==> config.mk <==
export PLATFORM = sky130hd
export DESIGN_NAME = dbus_ctrl
export DESIGN_NICKNAME = d
export VERILOG_FILES = /design/src/rtl/dbus_ctrl_pkg.sv /design/src/rtl/dbus_ctrl.sv
export SDC_FILE = /design/constraint.sdc
export NUM_CORES = 1
export LEC_CHECK = 0
export CORE_MARGIN = 4
export CORE_UTILIZATION = 28
export DETAILED_ROUTE_END_ITERATION = 8
export DONT_BUFFER_PORTS = 1
export PLACE_DENSITY = 0.46
export SLEW_MARGIN = 20
export SYNTH_ARGS = -nofsm -noshare
export SYNTH_HDL_FRONTEND = slang
export SYNTH_SLANG_ARGS = --single-unit
==> constraint.sdc <==
create_clock -name clk -period 2.5 [get_ports clk]
set_input_delay 0.5 -clock clk [delete_from_list [all_inputs] [get_ports clk]]
set_output_delay 0.5 -clock clk [all_outputs]
set_load 0.005 [all_outputs]
==> src/rtl/dbus_ctrl_pkg.sv <==
// Shared types and constants for the data-side bus controller.
package dbus_ctrl_pkg;

  localparam int unsigned StallBus       = 6;
  localparam int unsigned RegBus         = 32;
  localparam logic [RegBus-1:0] ZeroWord = '0;
  localparam int unsigned DbusTimeoutDef = 255;

  typedef enum logic [1:0] {
    DbusIdle = 2'b00,
    DbusBusy = 2'b01,
    DbusWait = 2'b10
  } dbus_state_e;

endpackage

==> src/rtl/dbus_ctrl.sv <==
// Data-side Wishbone-classic master for the MIPS MEM stage.
// Optional bus watchdog enabled by defining DBUS_TIMEOUT_EN.
module dbus_ctrl
  import dbus_ctrl_pkg::*;
#(
  parameter int unsigned ADDR_W  = 32,
  parameter int unsigned DATA_W  = 32,
  parameter int unsigned TIMEOUT = DbusTimeoutDef
) (
  input  logic                clk,
  input  logic                rst,
  input  logic [StallBus-1:0] stall,
  input  logic                flush,
  input  logic                cpu_ce,
  input  logic                cpu_we,
  input  logic [ADDR_W-1:0]   cpu_addr,
  input  logic [3:0]          cpu_sel,
  input  logic [DATA_W-1:0]   cpu_data_i,
  output logic [DATA_W-1:0]   cpu_data_o,
  output logic                stall_req,
  output logic                wb_cyc_o,
  output logic                wb_stb_o,
  output logic                wb_we_o,
  output logic [ADDR_W-1:0]   wb_adr_o,
  output logic [3:0]          wb_sel_o,
  output logic [DATA_W-1:0]   wb_dat_o,
  input  logic [DATA_W-1:0]   wb_dat_i,
  input  logic                wb_ack_i,
  output logic                bus_err
);

  dbus_state_e       state_q, state_d;
  logic              cyc_q, cyc_d;
  logic              we_q, we_d;
  logic [ADDR_W-1:0] adr_q, adr_d;
  logic [3:0]        sel_q, sel_d;
  logic [DATA_W-1:0] dat_q, dat_d;
  logic [DATA_W-1:0] rd_buf_q, rd_buf_d;
  logic              timeout_hit;

`ifdef DBUS_TIMEOUT_EN
  localparam logic [7:0] TimeoutLast = 8'(TIMEOUT - 1);

  logic [7:0] cnt_q, cnt_d;

  // Fires in the BUSY cycle whose increment would bring the count to TIMEOUT.
  assign timeout_hit = (state_q == DbusBusy) && !wb_ack_i && !flush && (cnt_q == TimeoutLast);

  always_comb begin
    cnt_d = cnt_q;
    if (state_q == DbusIdle && cpu_ce && !flush) begin
      cnt_d = '0;
    end else if (state_q == DbusBusy && !wb_ack_i) begin
      cnt_d = cnt_q + 8'd1;
    end
  end

  always_ff @(posedge clk or negedge rst) begin
    if (!rst) begin
      cnt_q <= '0;
    end else begin
      cnt_q <= cnt_d;
    end
  end
`else
  logic unused_timeout;
  assign unused_timeout = (TIMEOUT == 0);
  assign timeout_hit    = 1'b0;
`endif

  // State and registered bus outputs.
  always_ff @(posedge clk or negedge rst) begin
    if (!rst) begin
      state_q  <= DbusIdle;
      cyc_q    <= 1'b0;
      we_q     <= 1'b0;
      adr_q    <= '0;
      sel_q    <= '0;
      dat_q    <= '0;
      rd_buf_q <= '0;
    end else begin
      state_q  <= state_d;
      cyc_q    <= cyc_d;
      we_q     <= we_d;
      adr_q    <= adr_d;
      sel_q    <= sel_d;
      dat_q    <= dat_d;
      rd_buf_q <= rd_buf_d;
    end
  end

  // Next state and next bus register values.
  always_comb begin
    state_d  = state_q;
    cyc_d    = cyc_q;
    we_d     = we_q;
    adr_d    = adr_q;
    sel_d    = sel_q;
    dat_d    = dat_q;
    rd_buf_d = rd_buf_q;
    case (state_q)
      DbusIdle: begin
        if (cpu_ce && !flush) begin
          state_d = DbusBusy;
          cyc_d   = 1'b1;
          we_d    = cpu_we;
          adr_d   = cpu_addr;
          sel_d   = cpu_sel;
          dat_d   = cpu_data_i;
        end
      end
      DbusBusy: begin
        if (flush) begin
          state_d = DbusIdle;
          cyc_d   = 1'b0;
          we_d    = 1'b0;
        end else if (wb_ack_i) begin
          cyc_d    = 1'b0;
          we_d     = 1'b0;
          rd_buf_d = wb_dat_i;
          state_d  = (|stall) ? DbusWait : DbusIdle;
        end else if (timeout_hit) begin
          state_d = DbusIdle;
          cyc_d   = 1'b0;
          we_d    = 1'b0;
        end
      end
      DbusWait: begin
        if (flush || !(|stall)) begin
          state_d = DbusIdle;
        end
      end
      default: begin
        state_d = DbusIdle;
        cyc_d   = 1'b0;
        we_d    = 1'b0;
      end
    endcase
  end

  // Combinational handshake back to the pipeline.
  always_comb begin
    stall_req  = 1'b0;
    cpu_data_o = '0;
    case (state_q)
      DbusIdle: begin
        stall_req = cpu_ce & ~flush;
      end
      DbusBusy: begin
        if (flush) begin
          stall_req = 1'b0;
        end else if (wb_ack_i) begin
          cpu_data_o = wb_dat_i;
        end else if (timeout_hit) begin
          cpu_data_o = '1;
        end else begin
          stall_req = 1'b1;
        end
      end
      DbusWait: begin
        cpu_data_o = rd_buf_q;
      end
      default: begin
        stall_req = 1'b0;
      end
    endcase
  end

  assign bus_err  = timeout_hit;
  assign wb_cyc_o = cyc_q;
  assign wb_stb_o = cyc_q;
  assign wb_we_o  = we_q;
  assign wb_adr_o = adr_q;
  assign wb_sel_o = sel_q;
  assign wb_dat_o = dat_q;

endmodule

# Yosys cells after proc, flatten, opt, wreduce, memory -nomap -nowiden
# Cells that the tools add are included.
[word_totals]
in_bits = 112
reg_bits = 104
output_inout_bits = 105
elab_cells = 43
[classes]
mux = 18
n_eq_ne = 5
reduce_logical = 10
bitwise = 3
[ops]
columns = ["cell", "n"]
rows = [
  ["$mux W32", 2],
  ["$pmux W32 S2", 1],
  ["$mux W2", 5],
  ["$reduce_and A3 Y1", 3],
  ["$mux W1", 6],
  ["$pmux W1 S3", 2],
  ["$pmux W2 S3", 1],
  ["$reduce_or A6 Y1", 1],
  ["$ne A2 B2 Y1 const B", 2],
  ["$ne A3 B3 Y1 const B", 1],
  ["$eq A2 B1 Y1 const B", 1],
  ["$eq A2 B2 Y1 const B", 1],
  ["$logic_not A1 Y1", 2],
  ["$logic_not A2 Y1", 1],
  ["$not A1 Y1", 2],
  ["$pmux W1 S2", 1],
  ["$reduce_and A2 Y1", 1],
  ["$and A1 B1 Y1", 1],
  ["$logic_and A1 B1 Y1", 1],
  ["$logic_or A1 B1 Y1", 1],
]

# Depth between registers and ports, before layout
# Gate-level depths: netlist of the first run.
[depth]
ltp_word = 5
depth_mapped = 7

# Least setup slack after synthesis of the first run
# No wires, ideal clock.
[synth_timing]
path_type = "register to output"
start = "register state_q[1]"
end = "output port cpu_data_o[10]"
path_stages_with_launch = 8
slack_ns = 0.651
t_arrival_ns = 1.349
path_cell_list = "dfrtp_1 -> inv_1 -> ha_1 -> and3b_2 -> buf_2 -> buf_2 -> nand2_1 -> a21boi_0"
[synth_via]
elab_chain_cells = 2
elab_cells_between_ends = 3
classes_between = "2 x eq/ne; 1 x mux"
[synth_lines]
columns = ["element", "line_no", "rtl"]
rows = [
  ["start: declaration", "dbus_ctrl.sv:32", "dbus_state_e state_q, state_d;"],
  ["start signal: assignment", "dbus_ctrl.sv:74", "state_q <= DbusIdle;"],
  ["start signal: assignment", "dbus_ctrl.sv:82", "state_q <= state_d;"],
  ["$eq A2 B2 Y1 / $eq A2 B1 Y1 (equally long branches)", "dbus_ctrl.sv:145", "case (state_q)"],
  ["$pmux W32 S2 *", "dbus_ctrl.sv:145", ""],
  ["end: declaration", "dbus_ctrl.sv:19", "output logic [DATA_W-1:0] cpu_data_o,"],
]
# Mark *: on every way between the ends. The rest lies on a longest branch, timed or not.

# Final worst setup path of the first run
[layout_timing]
start = "register state_q[1]"
end = "output port cpu_data_o[29]"
# The elaborated chain is that of the path after synthesis.

==> results of run 1 <==
[critical path, delay by kind of cell, from the launching register on]
family / cells / cell delay (ps)
AOI/OAI and AO/OA: 1 / 300
buffers and inverters: 2 / 250
and+or+nand+nor: 2 / 360
DFF: 1 / 410
adders and majority gates: 1 / 190
[power groups by stage]
stage	logic [mW]	clock network (mW)	registers (mW)
after floorplan	1.52	0	2.97
after global placement	1.78	0	3.18
after detailed placement	1.82	0	3.17
after CTS	1.82	1.59	3.15
after global routing	2.05	1.65	3.23
final	1.80	1.52	3.13
[metrics by stage]
| stage | power (mW) | util [%] | hold slack, ps | setup slack [ps] |
|---|---|---|---|---|
| global route | 6.927 | 32.86 | -183.6 | 4.997 |
| finish | 6.449 | 32.86 | -155.6 | 141.9 |
| global placement | 4.957 | 30.58 | 207.8 | 515.6 |
| detailed placement | 4.990 | 30.58 | 207.5 | 527.3 |
| CTS | 6.550 | 32.68 | -178.9 | 118.2 |
| floorplan | 4.488 | - | 204.4 | 651.2 |
[cells in the final DEF (no fill, tap or decap), types with 3 or more instances in the layout]
cell | synthesis | routed
a21boi_0 | 27 | 23
a21boi_1 | 5 | 9
buf_12 | 0 | 3
buf_4 | 2 | 6
clkbuf_16 | 0 | 10
clkinv_4 | 0 | 3
dfrtp_1 | 104 | 104
inv_1 | 3 | 3
mux2_2 | 59 | 59
mux2_4 | 10 | 10
nand2_1 | 131 | 131
[final cells by class]
class                   instances  area (sq um)  share of cell area [%]
clock buffers                  10         229.0                   4.533
clock inverters                 6         93.84                   1.858
inverters                       3         11.26                  0.2229
multi-input cells             253          1720                   34.06
flip-flops and latches        104          2603                   51.52
well taps                     211         264.0                   5.227
repair buffers                 10         130.1                   2.576
[metal layers]
layer / wire length (um) / part of all wire, % / global-route usage [%]
met1: 4061 / 40 / 13.30
met2: 4820 / 48 / 17.32
met4: 210 / 2.1 / 5.204
met3: 982 / 9.7 / 4.126
met5: 0 / 0 / 0
[cells by family (layout without fill, tap and decap cells)]
family | Yosys count | in the layout | synth area share, %
multiplexers | 70 | 70 | 18.52
other | 1 | 1 | 0.08421
buffers and inverters | 26 | 29 | 2.978
adder cells (fa/ha/maj) | 3 | 3 | 0.8430
AND/OR/NAND/NOR | 139 | 139 | 12.50
flip-flops | 104 | 104 | 58.44
AO/OA/AOI/OAI | 40 | 40 | 6.631
[worst paths after layout]
| check | slack, ps | endpoint | startpoint |
|---|---|---|---|
| min | -160 | rd_buf_q[30] | rst |
| max reg2reg | 830 | wb_cyc_o | state_q[1] |
| min reg2reg | 480 | rd_buf_q[7] | rd_buf_q[7] |
| max in group asynchronous | 2470 | wb_adr_o[25] | rst |
| max | 140 | cpu_data_o[29] | state_q[1] |
| min in group clk | 280 | rd_buf_q[15] | wb_dat_i[15] |
[timing repair]
item / CTS / global route
endpoints found under the setup margin: 0 / 6
gates resized for setup: 0 / 5
hold endpoints to repair: 104 / 104
[registers in the layout (all words and copies together) (netlist names)]
| register | cells |
|---|---|
| wb_sel_o | 4 |
| wb_adr_o | 32 |
| state_q | 2 |
| wb_we_o | 1 |
| rd_buf_q | 32 |
| wb_dat_o | 32 |
| wb_cyc_o | 1 |
==> summary.txt, run 1 <==
Floorplan
  • Initial Util: 28.97%
  • Width of the chip: 134.1 um
  • Die height: 134.1 um
  • Core box area: 0.01537 sq mm
  • I/O Pins: 217
  • FP Rows: 45
  • Die ar.: 0.01799 sq mm

Setup path
  • Crit-path max cell delay: 410 ps
  • Critical path's slowest cell: dfrtp_1
  • Critical Path, Cell by Cell: inv_1 -> ha_2 -> and3b_2 -> buf_12 -> nand2_1 -> a21boi_0
  • Crit start category: flip-flop
  • Arrival time of the worst setup path: 1860 ps
  • CP Data Required Time: 2000 ps
  • Crit path capture type: primary output
  • Reg2reg path depth: 6
  • Crit-path max FO: 16
  • Critical path class: flip-flop to primary output

Synth
  • Yosys reg bits: 104
  • Number of library cell types mapped by synthesis: 28
  • Mapped Nets: 498
  • Most numerous cell in the Yosys netlist: nand2_1
  • Syn Inst Count: 383
  • Number of flops mapped to enable cells by yosys: 0
  • Yosys top cell area share: 58.44%
  • Register area share after synthesis: 58.44%
  • Synth top area cells: dfrtp_1 58%, mux2_2 15%, nand2_1 11%
  • Synth top cells by count: 131 x nand2_1, 104 x dfrtp_1, 59 x mux2_2
  • Netlist Area Pre-Place: 0.004453 sq mm
  • Main flop type after synthesis: dfrtp_1
  • Area leader, netlist: dfrtp_1
  • Mean Syn Cell Area: 11.63 sq um
  • Yosys warns: 0
  • Post-synth ARST share: 100.0%

Pwr
  • Leakage: 2.270 nW
  • Clock power share: 23.5%
  • Sw power: 2.041 mW
  • PwrDens: 1277 mW/mm^2
  • Logic pwr share: 28.0%
  • Net Sw Frac: 31.65%
  • Register share of total power: 48.5%
  • VDD IR max: 0.3467 mV
  • Cell internal pwr: 4.408 mW

Timing
  • Peak Freq: 424.1 MHz
  • Tcrit/Tclk final: 94.33%
  • Setup violations, final: 0
  • Final hold vios: 104
  • Slew Limit Fails: 0
  • RSZ-0062 raised after global routing: no
  • Hold_ws: -155.6 ps
  • Total Neg Setup Slack: 0 ps
  • Fin crit period: 2358 ps
  • Clk_skew: 8.225 ps

Status
  • Status: complete, but fails checks
  • Failing checks: hold timing

Placement
  • IO buf count: 0
  • Final HPWL DP: 6.983 mm
  • Post-Place Cell Area: 0.004701 sq mm
  • Placed Instances: 580
  • Final GP Congestion: 0.7130

Clock tree
  • Inserted Clock Buffers: 9
  • Post-CTS Setup Inserts: 0
  • Clock sink count: 104
  • Clock Tree Buf Depth: 2
  • Clock transition at path regs: 70 ps
  • CTS tree: built
  • Clock Root Buffer: clkbuf_16
  • Skew-Pair Late Insertion Delay: 340 ps
  • CTS H-tree depth: 3

Route
  • Post-Route WL: 10.08 mm
  • Via Count: 2,721
  • Initial DRC count: 95
  • DRC viols: 0
  • DR vias/cell: 4.558
  • Routed Antenna Nets: 0
  • Routed len/inst: 16.88 um
  • DR pass1 iterations: 4

Flow run
  • Max_cap viols: 0

Layout
  • Design area: 0.005051 sq mm
  • Fillers: 1,561
  • N_diodes: 0
  • Layout net count: 496
  • Non-Filler Instances: 597
  • Area delta synth->final: 13.43%
  • Layout cells sized above 1: 26.42%

GRT
  • First-pass GRT wire length: 15.81 mm
  • All-Layer GR Usage: 10.97%
  • Number of global-route vias before repair: 2,883
  • Grt total ovfl: 0
  • Antenna violations before repair: 0
  • Pin count of the biggest net entering global routing: 105

Worst hold path
  • Worst hold-check path type: primary input to async pin
Note: power is estimated with default switching activity, not from simulation.
==> run 2, diff against run 1 <==
--- a/config.mk
+++ b/config.mk
@@ -6,10 +6,10 @@
 export NUM_CORES = 1
 export LEC_CHECK = 0
 export CORE_MARGIN = 4
-export CORE_UTILIZATION = 28
+export CORE_UTILIZATION = 40
 export DETAILED_ROUTE_END_ITERATION = 8
 export DONT_BUFFER_PORTS = 1
-export PLACE_DENSITY = 0.46
+export PLACE_DENSITY = 0.59
 export SLEW_MARGIN = 20
 export SYNTH_ARGS = -nofsm -noshare
 export SYNTH_HDL_FRONTEND = slang
==> summary.txt, run 2 (synthesized netlist as in run 1, its figures left out) <==
GRT
  • First-pass GRT wire length: 14.99 mm (was 15.81 mm)
  • Pin count of the biggest net entering global routing: 105 (unchanged)
  • Grt total ovfl: 0 (unchanged)
  • All-Layer GR Usage: 14.96% (was 10.97%)
  • Number of global-route vias before repair: 2,798 (was 2,883)
  • Antenna violations before repair: 0 (unchanged)

Status
  • Failing checks: hold timing (unchanged)
  • Status: complete, but fails checks (unchanged)

Layout
  • Layout Utilization: 44.64% (was 32.86%)
  • Layout cells sized above 1: 26.30% (was 26.42%)
  • N_diodes: 0 (unchanged)
  • Seq. cell area: 0.002603 sq mm (unchanged)
  • Fillers: 1,054 (was 1,561)
  • Area delta synth->final: 9.160% (was 13.43%)
  • Most frequent cells in the layout: 131 x nand2_1, 104 x dfrtp_1, 59 x mux2_2, 27 x a21boi_0 (was 131 x nand2_1, 104 x dfrtp_1, 59 x mux2_2, 23 x a21boi_0)
  • Design area: 0.004861 sq mm (was 0.005051 sq mm)
  • Layout net count: 495 (was 496)
  • Commonest non-fill, non-tap cell in the layout: nand2_1 (unchanged)
  • Multi-input logic area: 0.001725 sq mm (was 0.001720 sq mm)

Floorplan
  • I/O Pins: 217 (unchanged)
  • FP Rows: 38 (was 45)
  • Core box area: 0.01089 sq mm (was 0.01537 sq mm)
  • Die ar.: 0.01288 sq mm (was 0.01799 sq mm)
  • Width of the chip: 113.5 um (was 134.1 um)
  • Initial Util: 40.90% (was 28.97%)
  • Die height: 113.5 um (was 134.1 um)

Clock tree
  • Clock sink count: 104 (unchanged)
  • Inserted Clock Buffers: 9 (unchanged)
  • CTS H-tree depth: 3 (unchanged)
  • Skew-Pair Late Insertion Delay: 370 ps (was 340 ps)
  • Clock Root Buffer: clkbuf_8 (was clkbuf_16)
  • Clock Tree Buf Depth: 2 (unchanged)
  • CTS tree: built (unchanged)
  • Clock transition at path regs: 90 ps (was 70 ps)

Timing
  • Worst Slack Setup Final: 168.0 ps (was 141.9 ps)
  • Peak Freq: 428.8 MHz (was 424.1 MHz)
  • Hold_ws: -180.7 ps (was -155.6 ps)
  • Fin crit period: 2332 ps (was 2358 ps)
  • Slew Limit Fails: 0 (unchanged)
  • Setup violations, final: 0 (unchanged)
  • Clk_skew: 8.122 ps (was 8.225 ps)
  • Tcrit/Tclk final: 93.28% (was 94.33%)
  • Final hold vios: 104 (unchanged)
  • Total Neg Setup Slack: 0 ps (unchanged)

Route
  • Initial DRC count: 190 (was 95)
  • DR vias/cell: 5.084 (was 4.558)
  • Via Count: 2,664 (was 2,721)
  • Routed Antenna Nets: 0 (unchanged)
  • DR pass1 iterations: 4 (unchanged)
  • Routed len/inst: 18.29 um (was 16.88 um)
  • Post-Route WL: 9.583 mm (was 10.08 mm)
  • DRC viols: 0 (unchanged)

Pwr
  • Design Power: 6.193 mW (was 6.449 mW)
  • Leakage: 2.235 nW (was 2.270 nW)
  • Sw power: 1.954 mW (was 2.041 mW)
  • Clock power share: 19.9% (was 23.5%)
  • VDD IR max: 0.5220 mV (was 0.3467 mV)
  • Net Sw Frac: 31.55% (was 31.65%)
  • PwrDens: 1274 mW/mm^2 (was 1277 mW/mm^2)
  • Logic pwr share: 29.4% (was 28.0%)
  • Cell internal pwr: 4.239 mW (was 4.408 mW)
  • Register share of total power: 50.6% (was 48.5%)

Placement
  • Post-Place Cell Area: 0.004602 sq mm (was 0.004701 sq mm)
  • IO buf count: 0 (unchanged)
  • Final GP Congestion: 0.7358 (was 0.7130)
  • Final HPWL DP: 7.204 mm (was 6.983 mm)
  • Worst slack at placement: 445.9 ps (was 527.3 ps)

Setup path
  • Instance count on the critical path: 6 (unchanged)
  • Arrival time of the worst setup path: 1830 ps (was 1860 ps)
  • Reg2reg path depth: 5 (was 6)
  • Critical path class: flip-flop to primary output (unchanged)
  • Crit-path max cell delay: 420 ps (was 410 ps)
  • Crit-path max FO: 5 (was 16)
  • Crit start category: flip-flop (unchanged)
  • Buf/Inv on CP: 2 (unchanged)
  • Crit path capture type: primary output (unchanged)
  • Critical path's slowest cell: dfrtp_1 (unchanged)
  • CP delay by family, top: flip-flops (unchanged)
  • CP Data Required Time: 2000 ps (about the same)
  • Critical Path, Cell by Cell: inv_1 -> ha_1 -> and3b_2 -> buf_4 -> nand2_1 -> a21boi_0 (was inv_1 -> ha_2 -> and3b_2 -> buf_12 -> nand2_1 -> a21boi_0)

Flow run
  • Max_cap viols: 0 (unchanged)

Worst hold path
  • Worst hold-check path type: primary input to async pin (unchanged)
-- run 2: changes by cell type in the layout (fill, tap and decap cells not counted) --
| cell | delta |
|---|---|
| clkbuf_8 | +10 |
| clkinvlp_4 | -1 |
| bufinv_16 | +1 |
| clkbuf_16 | -10 |
| nand2_2 | -1 |
| a21boi_1 | -4 |
| a21boi_0 | +4 |
| clkinv_4 | -3 |
| clkbuf_1 | -1 |
| clkinv_2 | +1 |
| nand2_4 | +1 |
| inv_6 | +1 |
-- run 2: metrics by stage --
stage	std cells	hold WS [ps]
after floorplan	383	204.4
final	524	-180.7
after global routing	524	-227.3
after detailed placement	507	208.1
after CTS	522	-215.1
after global placement	507	208.0
-- run 2: what timing repair did --
item                                    in CTS  in global routing
endpoints found under the setup margin       0                 22
resized for setup                            0                  1
buffers inserted                             0                  2
hold endpoints to repair                   104                104
-- run 2: area by class of cell --
| cell class | count | area share (%) |
|---|---|---|
| clock buffer | 10 | 2.831 |
| inverter | 3 | 0.2317 |
| multi-input combinational | 253 | 35.50 |
| clock inverter | 5 | 2.136 |
| timing repair buffer | 9 | 2.162 |
| sequential | 104 | 53.54 |
| tap | 140 | 3.604 |
-- run 2: power by group through the flow --
stage               sequential [mW]  clock [mW]  combinational [mW]
CTS                            3.15        1.29                1.85
global placement               3.16           0                1.79
detailed placement             3.18           0                1.85
floorplan                      2.97           0                1.52
global route                   3.23        1.35                2.06
finish                         3.14        1.24                1.82
-- run 2: final timing paths --
| kind | startpoint | end | slack (ps) |
|---|---|---|---|
| min in group clk | wb_dat_i[27] | rd_buf_q[27] | 260 |
| worst min-delay path | rst | wb_dat_o[4] | -180 |
| worst max register to register | state_q[1] | wb_dat_o[28] | 710 |
| worst max-delay path | state_q[1] | cpu_data_o[19] | 170 |
| max in group asynchronous | rst | wb_we_o | 2550 |
| worst min register to register | rd_buf_q[26] | rd_buf_q[26] | 480 |
-- run 2: per-layer routing --
layer	vias to the layer above	wire [um]	share of wire, %	global-route usage [%]
met2	144	4594	48	23.87
met5	-	0	0	0
met3	11	1128	12	5.889
met1	1261	3711	39	17.98
met4	0	149	1.6	6.490
li1	1248	-	-	-
==> run 3, diff against run 2 <==
--- a/config.mk
+++ b/config.mk
@@ -7,9 +7,10 @@
 export LEC_CHECK = 0
 export CORE_MARGIN = 4
 export CORE_UTILIZATION = 40
+export CTS_CLUSTER_SIZE = 14
 export DETAILED_ROUTE_END_ITERATION = 8
 export DONT_BUFFER_PORTS = 1
-export PLACE_DENSITY = 0.59
+export PLACE_DENSITY_LB_ADDON = 0.15
 export SLEW_MARGIN = 20
 export SYNTH_ARGS = -nofsm -noshare
 export SYNTH_HDL_FRONTEND = slang
==> summary.txt, run 3 (synthesized netlist as in run 1, its figures left out) <==
Status
  • Status: complete, but fails checks (unchanged)
  • Failing checks: hold timing (unchanged)

Route
  • Via Count: 2,621 (was 2,664)
  • DR vias/cell: 5.021 (was 5.084)
  • DRC viols: 0 (unchanged)
  • DR pass1 iterations: 4 (unchanged)
  • Initial DRC count: 151 (was 190)
  • Routed Antenna Nets: 0 (unchanged)
  • Post-Route WL: 9.406 mm (was 9.583 mm)
  • Routed len/inst: 18.02 um (was 18.29 um)

Floorplan
  • Die height: 113.5 um (unchanged)
  • FP Rows: 38 (unchanged)
  • Initial Util: 40.90% (unchanged)
  • Die ar.: 0.01288 sq mm (unchanged)
  • I/O Pins: 217 (unchanged)
  • Width of the chip: 113.5 um (unchanged)
  • Core box area: 0.01089 sq mm (unchanged)

Timing
  • RSZ-0062 raised after global routing: no
  • Hold_ws: -179.8 ps (was -180.7 ps)
  • Slew Limit Fails: 0 (unchanged)
  • Clk_skew: 13.03 ps (was 8.122 ps)
  • Final hold vios: 104 (unchanged)
  • Fin crit period: 2330 ps (was 2332 ps)
  • Setup violations, final: 0 (unchanged)
  • Tcrit/Tclk final: 93.20% (was 93.28%)
  • Peak Freq: 429.2 MHz (was 428.8 MHz)
  • Total Neg Setup Slack: 0 ps (unchanged)

Layout
  • Commonest non-fill, non-tap cell in the layout: nand2_1 (unchanged)
  • Layout cells sized above 1: 25.92% (was 26.30%)
  • Most frequent cells in the layout: 131 x nand2_1, 104 x dfrtp_1, 59 x mux2_2, 24 x a21boi_0, 10 x mux2_4 (was 131 x nand2_1, 104 x dfrtp_1, 59 x mux2_2, 27 x a21boi_0)
  • N_diodes: 0 (unchanged)
  • Area delta synth->final: 7.558% (was 9.160%)
  • Layout net count: 493 (was 495)

Setup path
  • Critical path class: flip-flop to primary output (unchanged)
  • Crit start category: flip-flop (unchanged)
  • Reg2reg path depth: 5 (unchanged)
  • Crit-path max FO: 32 (was 5)
  • Critical path's slowest cell: dfrtp_1 (unchanged)
  • RR Endpoint: wb_adr_o[5] (was wb_dat_o[28])
  • Arrival time of the worst setup path: 1830 ps (about the same)
  • Critical Path, Cell by Cell: inv_1 -> ha_1 -> and3b_2 -> buf_12 -> nand2_1 -> a21boi_0 (was inv_1 -> ha_1 -> and3b_2 -> buf_4 -> nand2_1 -> a21boi_0)
  • Crit path capture type: primary output (unchanged)
  • CP Data Required Time: 2000 ps (about the same)
  • FF-to-FF setup slack: 760 ps (was 710 ps)
  • R2r startpoint: state_q[1] (unchanged)
  • Crit-path max cell delay: 430 ps (was 420 ps)

Pwr
  • Leakage: 2.188 nW (was 2.235 nW)
  • PwrDens: 1230 mW/mm^2 (was 1274 mW/mm^2)
  • Sw power: 1.982 mW (was 1.954 mW)
  • Register share of total power: 52.9% (was 50.6%)
  • Cell internal pwr: 3.909 mW (was 4.239 mW)
  • Clock power share: 16.4% (was 19.9%)
  • Logic pwr share: 30.8% (was 29.4%)
  • Net Sw Frac: 33.65% (was 31.55%)
  • VDD IR max: 0.6532 mV (was 0.5220 mV)

Worst hold path
  • Worst hold-check path type: primary input to async pin (unchanged)

GRT
  • Grt total ovfl: 0 (unchanged)
  • First-pass GRT wire length: 14.88 mm (was 14.99 mm)
  • All-Layer GR Usage: 14.47% (was 14.96%)
  • Antenna violations before repair: 0 (unchanged)
  • Pin count of the biggest net entering global routing: 105 (unchanged)
  • Number of global-route vias before repair: 2,689 (was 2,798)

Flow run
  • Max_cap viols: 0 (unchanged)

Clock tree
  • Skew-Pair Late Insertion Delay: 360 ps (was 370 ps)
  • CTS H-tree depth: 3 (unchanged)
  • CTS tree: built (unchanged)
  • Clock transition at path regs: 110 ps (was 90 ps)
  • Clock Root Buffer: clkbuf_8 (unchanged)
  • Inserted Clock Buffers: 9 (unchanged)
  • Clock Tree Buf Depth: 2 (unchanged)
  • Clock sink count: 104 (unchanged)

Placement
  • Final GP Congestion: 0.7485 (was 0.7358)
  • Final HPWL DP: 6.869 mm (was 7.204 mm)
  • IO buf count: 0 (unchanged)
## run 3: worst max path at each step
stage	slack, ps	from	cells after the start	endpoint
6_report	170	state_q[1]	6	cpu_data_o[28]
5_1_grt	2	state_q[1]	6	cpu_data_o[29]
4_1_cts	100	state_q[1]	6	cpu_data_o[30]
3_5_place_dp	530	state_q[1]	6	cpu_data_o[30]
3_3_place_gp	570	state_q[1]	6	cpu_data_o[30]
2_1_floorplan	650	state_q[1]	7	cpu_data_o[10]
## run 3: area by class of cell
cell class,instances,area (sq um)
fillers,1050,6098
flip-flops and latches,104,2603
multi-input cells,253,1720
well taps,140,175.2
clock buffers,9,123.9
repair buffers,7,102.6
clock inverters,6,53.80
inverters,3,11.26
## run 3: worst max-delay path: cells and delay by family, from the launching register on
family | cells | cell delay (ps)
buffers and inverters | 2 | 270
adders and majority gates | 1 | 190
and+or+nand+nor | 2 | 300
AOI/OAI and AO/OA | 1 | 270
DFF | 1 | 430
## run 3: through the flow
step           setup slack, ps  util (%)  cells  instance area, sq um  power, mW
2_1_floorplan            651.2         -    383                  4453      4.488
3_3_place_gp             565.3     42.34    507                  4609      4.943
3_5_place_dp             532.0     42.34    507                  4609      5.017
4_1_cts                  98.10     43.97    522                  4787      6.000
5_1_grt                  2.173     43.99    522                  4790      6.359
6_report                 169.9     43.99    522                  4790      5.891
## run 3: timing repair
| item | 4_1_cts | 5_1_grt |
|---|---|---|
| resized for setup | 0 | 4 |
| setup endpoints to repair | 0 | 7 |
| buffers inserted | 0 | 0 |
| hold endpoints to repair | 104 | 104 |
## run 3: metal layers
metal / wire, um / share of wire (%) / track usage [%] / vias to the layer above
met1: 3844 / 41 / 19.40 / 1233
met4: 89 / 0.95 / 4.087 / 0
li1: - / - / - / 1246
met2: 4565 / 49 / 23.13 / 134
met5: 0 / 0 / 0 / -
met3: 907 / 9.6 / 4.032 / 8
## run 3: power by group through the flow
| stage | combinational [mW] | sequential (mW) | clock (mW) |
|---|---|---|---|
| after global placement | 1.79 | 3.15 | 0 |
| after detailed placement | 1.85 | 3.16 | 0 |
| after floorplan | 1.52 | 2.97 | 0 |
| after CTS | 1.85 | 3.13 | 1.02 |
| final | 1.81 | 3.11 | 0.964 |
| after global routing | 2.04 | 3.23 | 1.09 |
